$ cat src/rtl/lsu_dcfill_pkg.sv
// Shared types for the D$ fill write-request queue: entry layout, FSM encoding, sizes.
package lsu_dcfill_pkg;

    localparam int DC_WDATA_W = 144;

    typedef struct packed {
        logic [7:0]   addr;
        logic [127:0] data;
        logic [15:0]  par;
        logic [3:0]   way;
        logic [15:0]  byte_en;
    } wrq_entry_t;

    typedef enum logic [1:0] {
        IDLE  = 2'd0,
        ISSUE = 2'd1,
        DEFER = 2'd2,
        FORCE = 2'd3
    } wrq_state_t;

    function automatic logic [3:0] sat_inc(input logic [3:0] cnt, input logic [3:0] max);
        return (cnt >= max) ? cnt : cnt + 4'd1;
    endfunction

endpackage

$ cat src/rtl/lsu_dcfill_par16.sv
// Byte-wise parity generator: par[i] is the XOR of data byte i.
module lsu_dcfill_par16 (
    input  logic [127:0] data,
    output logic [15:0]  par
);

    // NOTE: combinational blocks use blocking '=' and assign a default first, so no latch is inferred.
    always_comb begin
        par = '0;
        for (int i = 0; i < 16; i++) begin
            par[i] = ^data[8*i +: 8];
        end
    end

endmodule

$ cat src/rtl/lsu_dcfill_wrq.sv
// Write-request queue in front of the D$ data array; reads win, an anti-starvation FSM forces a write slot.
// Optional macro LSU_DCFILL_PAR_INJ_EN adds wrq_par_inj to invert stored parity bit 0.
module lsu_dcfill_wrq
    import lsu_dcfill_pkg::*;
#(
    parameter int DEPTH     = 4,
    parameter int MAX_DEFER = 7
) (
    input  logic                  rclk,
    input  logic                  arst_l,
    input  logic                  wrq_in_vld,
    output logic                  wrq_in_rdy,
    input  logic [7:0]            wrq_in_addr,
    input  logic [127:0]          wrq_in_data,
    input  logic [3:0]            wrq_in_way,
    input  logic [15:0]           wrq_in_byte_en,
    input  logic                  dcache_rvld_e,
    output logic                  dcache_wvld_e,
    output logic [7:0]            dcache_alt_addr_e,
    output logic [DC_WDATA_W-1:0] dcache_wdata_e,
    output logic [3:0]            dcache_wr_rway_e,
    output logic [15:0]           dcache_byte_wr_en_e,
    output logic                  wrq_rd_stall,
    output logic                  wrq_empty
`ifdef LSU_DCFILL_PAR_INJ_EN
    ,
    input  logic                  wrq_par_inj
`endif
);

    localparam int PTR_W = $clog2(DEPTH);
    localparam int CNT_W = PTR_W + 1;
    localparam logic [3:0] MAX_D = 4'(MAX_DEFER);

    wrq_entry_t       mem [DEPTH];
    wrq_entry_t       new_entry;
    wrq_entry_t       head;
    logic [PTR_W-1:0] wr_ptr;
    logic [PTR_W-1:0] rd_ptr;
    logic [CNT_W-1:0] count;
    logic [CNT_W-1:0] count_nxt;
    logic [15:0]      par_gen;
    logic [15:0]      par_st;
    logic [3:0]       defer_cnt;
    logic [3:0]       defer_inc;
    wrq_state_t       state;
    logic             push;
    logic             pop;

    lsu_dcfill_par16 u_par (
        .data (wrq_in_data),
        .par  (par_gen)
    );

`ifdef LSU_DCFILL_PAR_INJ_EN
    assign par_st = par_gen ^ {15'b0, wrq_par_inj};
`else
    assign par_st = par_gen;
`endif

    assign new_entry = '{addr: wrq_in_addr, data: wrq_in_data, par: par_st,
                         way: wrq_in_way, byte_en: wrq_in_byte_en};

    assign wrq_in_rdy    = (count != CNT_W'(DEPTH));
    assign wrq_empty     = (count == '0);
    assign dcache_wvld_e = !wrq_empty && !dcache_rvld_e;
    assign push          = wrq_in_vld && wrq_in_rdy;
    assign pop           = dcache_wvld_e;
    assign count_nxt     = count + CNT_W'(push) - CNT_W'(pop);
    assign defer_inc     = sat_inc(defer_cnt, MAX_D);

    // Head fields are masked while empty so stale storage never reaches the array port.
    assign head                = mem[rd_ptr];
    assign dcache_alt_addr_e   = wrq_empty ? '0 : head.addr;
    assign dcache_wdata_e      = wrq_empty ? '0 : {head.par, head.data};
    assign dcache_wr_rway_e    = wrq_empty ? '0 : head.way;
    assign dcache_byte_wr_en_e = wrq_empty ? '0 : head.byte_en;

    // NOTE: the entry storage has no reset; validity comes from count, which is reset.
    always_ff @(posedge rclk) begin
        if (push) begin
            mem[wr_ptr] <= new_entry;
        end
    end

    always_ff @(posedge rclk or negedge arst_l) begin
        if (!arst_l) begin
            wr_ptr <= '0;
            rd_ptr <= '0;
            count  <= '0;
        end else begin
            if (push) wr_ptr <= wr_ptr + PTR_W'(1);
            if (pop)  rd_ptr <= rd_ptr + PTR_W'(1);
            count <= count_nxt;
        end
    end

    always_ff @(posedge rclk or negedge arst_l) begin
        if (!arst_l) begin
            state        <= IDLE;
            defer_cnt    <= '0;
            wrq_rd_stall <= 1'b0;
        end else if (count_nxt == '0) begin
            state        <= IDLE;
            defer_cnt    <= '0;
            wrq_rd_stall <= 1'b0;
        end else begin
            case (state)
                IDLE: begin
                    if (push) state <= ISSUE;
                end
                default: begin
                    if (pop) begin
                        state        <= ISSUE;
                        defer_cnt    <= '0;
                        wrq_rd_stall <= 1'b0;
                    end else begin
                        // Blocked by a read: count it and force a stall once the budget is spent.
                        defer_cnt <= defer_inc;
                        if (defer_inc == MAX_D) begin
                            state        <= FORCE;
                            wrq_rd_stall <= 1'b1;
                        end else begin
                            state        <= DEFER;
                            wrq_rd_stall <= 1'b0;
                        end
                    end
                end
            endcase
        end
    end

endmodule
$ cat config.mk
export PLATFORM = sky130hd
export DESIGN_NAME = lsu_dcfill_wrq
export DESIGN_NICKNAME = d
export VERILOG_FILES = /design/src/rtl/lsu_dcfill_pkg.sv /design/src/rtl/lsu_dcfill_par16.sv /design/src/rtl/lsu_dcfill_wrq.sv
export SDC_FILE = /design/constraint.sdc
export NUM_CORES = 1
export LEC_CHECK = 0
export BUFFER_PORTS_ARGS = -buffer_cell sky130_fd_sc_hd__buf_4
export CAP_MARGIN = 20
export CORE_ASPECT_RATIO = 1.4
export CORE_MARGIN = 3
export CORE_UTILIZATION = 40
export CTS_BUF_LIST = sky130_fd_sc_hd__clkbuf_16
export DETAILED_ROUTE_END_ITERATION = 6
export GPL_ROUTABILITY_DRIVEN = 0
export GPL_TIMING_DRIVEN = 0
export HOLD_SLACK_MARGIN = 0.02
export PLACE_DENSITY = 0.64
export SLEW_MARGIN = 40
export SYNTH_ARGS = -nofsm -noshare
export SYNTH_HDL_FRONTEND = slang
export SYNTH_SLANG_ARGS = --single-unit
$ cat constraint.sdc
create_clock -name rclk -period 6.5 [get_ports rclk]
set_input_delay 1.3 -clock rclk [delete_from_list [all_inputs] [get_ports rclk]]
set_output_delay 1.3 -clock rclk [all_outputs]
set_load 0.02 [all_outputs]
==> key figures <==
Flow run
  • Max-cap viol count: 0

Global routing
  • GRT busiest layer: met2
  • Met3 usage: 0.0414
  • Global-route total usage across every layer: 0.170
  • Vias in the first global route: 14.7k
  • Met2 Track Usage GR: 0.300
  • Largest net degree at the start of global routing: 33
  • Initial antenna violation count: 5
  • First-pass GRT wire length: 93000 µm
  • Grt met1 use: 0.206
  • Grt total ovfl: 0

Clock network
  • Post-CTS Hold Buffers: 0
  • Root Buffer: clkbuf_16
  • Worst-path clk slew: 0.06 ns
  • Setup bufs post-CTS: 0
  • Total CTS buffers: 68
  • Post-CTS resize count: 0
  • CTS sink cnt: 702
  • Clock Latency Late Sink: between 0.6 and 0.7 ns
  • CTS tree: done
  • H-tree levels: 3
  • Clock tree buffer depth: 3

Floorplan
  • Die X: 229 µm
  • Initial core utilization: 0.407
  • Die Y-Extent: 318 µm
  • I/O pins: 336
  • Num rows: about 110
  • Core Box Area: 0.0683 mm²
  • Die ar.: 0.0727 mm²

Worst setup path
  • Crit path max-delay family: buffers and inverters
  • Max stage delay on crit path: 0.62 ns
  • Cell mode on critical path: clkbuf_1
  • Critical path fanouts, max: 10
  • CP bufs+invs: 4
  • Worst path slowest cell: clkbuf_1
  • WP data arrival: between 2 and 3 ns
  • CP Cell Sequence: or3_1 > buf_2 > clkbuf_1 > clkbuf_1 > and2_1 > buf_4
  • Crit path capture type: output port
  • Setup crit start kind: register
  • Crit path required time: between 5 and 6 ns
  • Critical path class: reg -> out

Timing
  • Slew at the pin closest to its max-slew limit: 0.785 ns
  • Final Hold Vio Count: 0
  • Rel. slew slack: 0.477
  • Final Max Tran Viols: 0
  • Hold WS: 0.538 ns
  • Clk_skew: between 0.015 and 0.02 ns
  • Setup TNS: 0 ns
  • Final setup margin: 2.27 ns
  • Min Clock Period, post-route: ~4.2 ns
  • RSZ-0062 raised after global routing: no
  • Max Freq: 236 MHz
  • Setup Viol. Count Final: 0
  • Period utilization: 0.651

Routing
  • Routed WL: just over 60000 µm
  • DRT Pass-1 Iters: 5
  • DR vias: 13.4k
  • Avg Vias per Cell: 5.02
  • WL per Instance: around 23 µm
  • # DRC: 0
  • Post-route ant nets: 0
  • Iter 0 DRT Violations: 788

Cells and area
  • Multi-input logic area: between 0.006 and 0.007 mm²
  • Fillers: 5533
  • Register Area: between 0.02 and 0.025 mm²
  • Fin area: between 0.03 and 0.04 mm²
  • Layout net count: 1871
  • Share of cells above drive strength 1: 0.371
  • Area Growth Syn to Fin: 22.4%

Synthesis
  • Gate Count Post-Synth: 1276
  • EDFF count, synth: 688
  • #FFs+latches synth: 702
  • Register area share after synthesis: 0.757
  • Yosys warning total: 0
  • Synth Net Count: about 1.4k
  • Syn Std Cell Area: 0.0278 mm²
  • Ys flop type: edfxtp_1
  • Mapped Avg Cell Area: 21.8 µm²
  • Synth async-reset ratio: 0.0199
  • Netlist cell types: 42

Power and ir drop
  • Maximum vdd ir drop: approximately 0.00027 V
  • PwrDens: just under 500 mW/mm²
  • Pleak: 11.5 nW

Place
  • IO Port Bufs: 335
  • Final HPWL DP: approximately 41000 µm
  • Pre-CTS WS: 2.73 ns
  • Placed Area: 0.0319 mm²

Status
  • Status: finished, final reports clean

Min path
  • Hold Crit Class: in -> async
## cell families after synthesis
kind of cell / share of synthesized area
AO/OA/AOI/OAI: 0.00455
XOR/XNOR: 0.0371
adder cells (fa/ha/maj): 0.00388
buffers and inverters: 0.0143
flip-flops: 0.757
multiplexers: 0.140
AND/OR/NAND/NOR: 0.0435
## registers in the layout, indices dropped and copies added (netlist names)
register	flops
mem	688
rd_ptr	2
wr_ptr	2
defer_cnt	4
state	2
wrq_rd_stall	1
count	3
## cell type report
type,count,area share
multi-input cells,506,0.188
plain buffers,59,0.0107
diodes,2,0.000147
inverters,9,0.000994
clock buffers,71,0.0523
clock inverters,46,0.00902
flip-flops and latches,702,0.618
well taps,920,0.0339
repair buffers,357,0.0872
## stage by stage
step / std cells / util / power (mW)
finish: 2672 / 0.498 / 16.8
floorplan: 1276 / - / 10.6
CTS: 2670 / 0.498 / 17.1
global placement: 2531 / 0.460 / 13.4
global route: 2672 / 0.498 / 17.7
detailed placement: 2553 / 0.467 / 13.4
## cell usage in the layout, fill, tap and decap left out, types with 3 or more instances in the layout
master      count
and3_4          4
clkinv_2        6
buf_4         335
clkinvlp_4      3
dfrtp_1        14
clkbuf_16      71
edfxtp_1      688
inv_1          25
and2_1        173
buf_6          18
clkinv_1       14
bufinv_16       4
xor2_1         17
ha_1            7
clkbuf_1       19
buf_12         21
xnor2_1        98
o211ai_1        3
buf_2           6
buf_1          15
mux4_2        172
## cells in the mapped netlist, types with 2 or more instances
cell type | instances | area [µm²]
xnor2_1 | 98 | 858
inv_1 | 8 | 30.0
ha_1 | 7 | 87.6
nor2_1 | 2 | 7.51
and3_1 | 4 | 25.0
buf_6 | 18 | 203
a221oi_1 | 2 | 17.5
a31oi_1 | 2 | 12.5
mux4_2 | 172 | 3870
clkbuf_1 | 20 | 75.1
xor2_1 | 17 | 149
buf_2 | 5 | 25.0
nor4bb_1 | 2 | 20.0
nand2_1 | 2 | 7.51
edfxtp_1 | 688 | 20700
buf_1 | 16 | 60.1
dfrtp_1 | 14 | 350
o211ai_1 | 3 | 22.5
and2_1 | 173 | 1080
## path summary, 6_finish.rpt
kind	slack, ns	to	depth (start not counted)	from
setup / recovery	2.27	dcache_wdata_e[134]	6	count[1]
hold / removal	0.54	state[1]	1	arst_l
setup reg to reg	3.40	wrq_rd_stall	11	count[1]
hold reg to reg	0.55	wrq_rd_stall	2	wrq_rd_stall
max in group asynchronous	5.78	defer_cnt[3]	1	arst_l
min in group rclk	0.55	wrq_rd_stall	2	wrq_rd_stall
## per-layer routing
layer | routed length, µm | share of wire
met2 | 32400 | 0.53
met1 | 24100 | 0.39
met5 | 17 | 0.00028
met4 | 1240 | 0.020
met3 | 3530 | 0.058
## power breakdown
group | internal [mW] | switching [mW] | total (mW) | leakage (nW)
clock | 2.12 | 1.61 | 3.73 | 1.08
sequential | 6.03 | 0.190 | 6.22 | 6.48
combinational | 3.09 | 3.76 | 6.85 | 3.98
(Power assumes the default switching activity.)
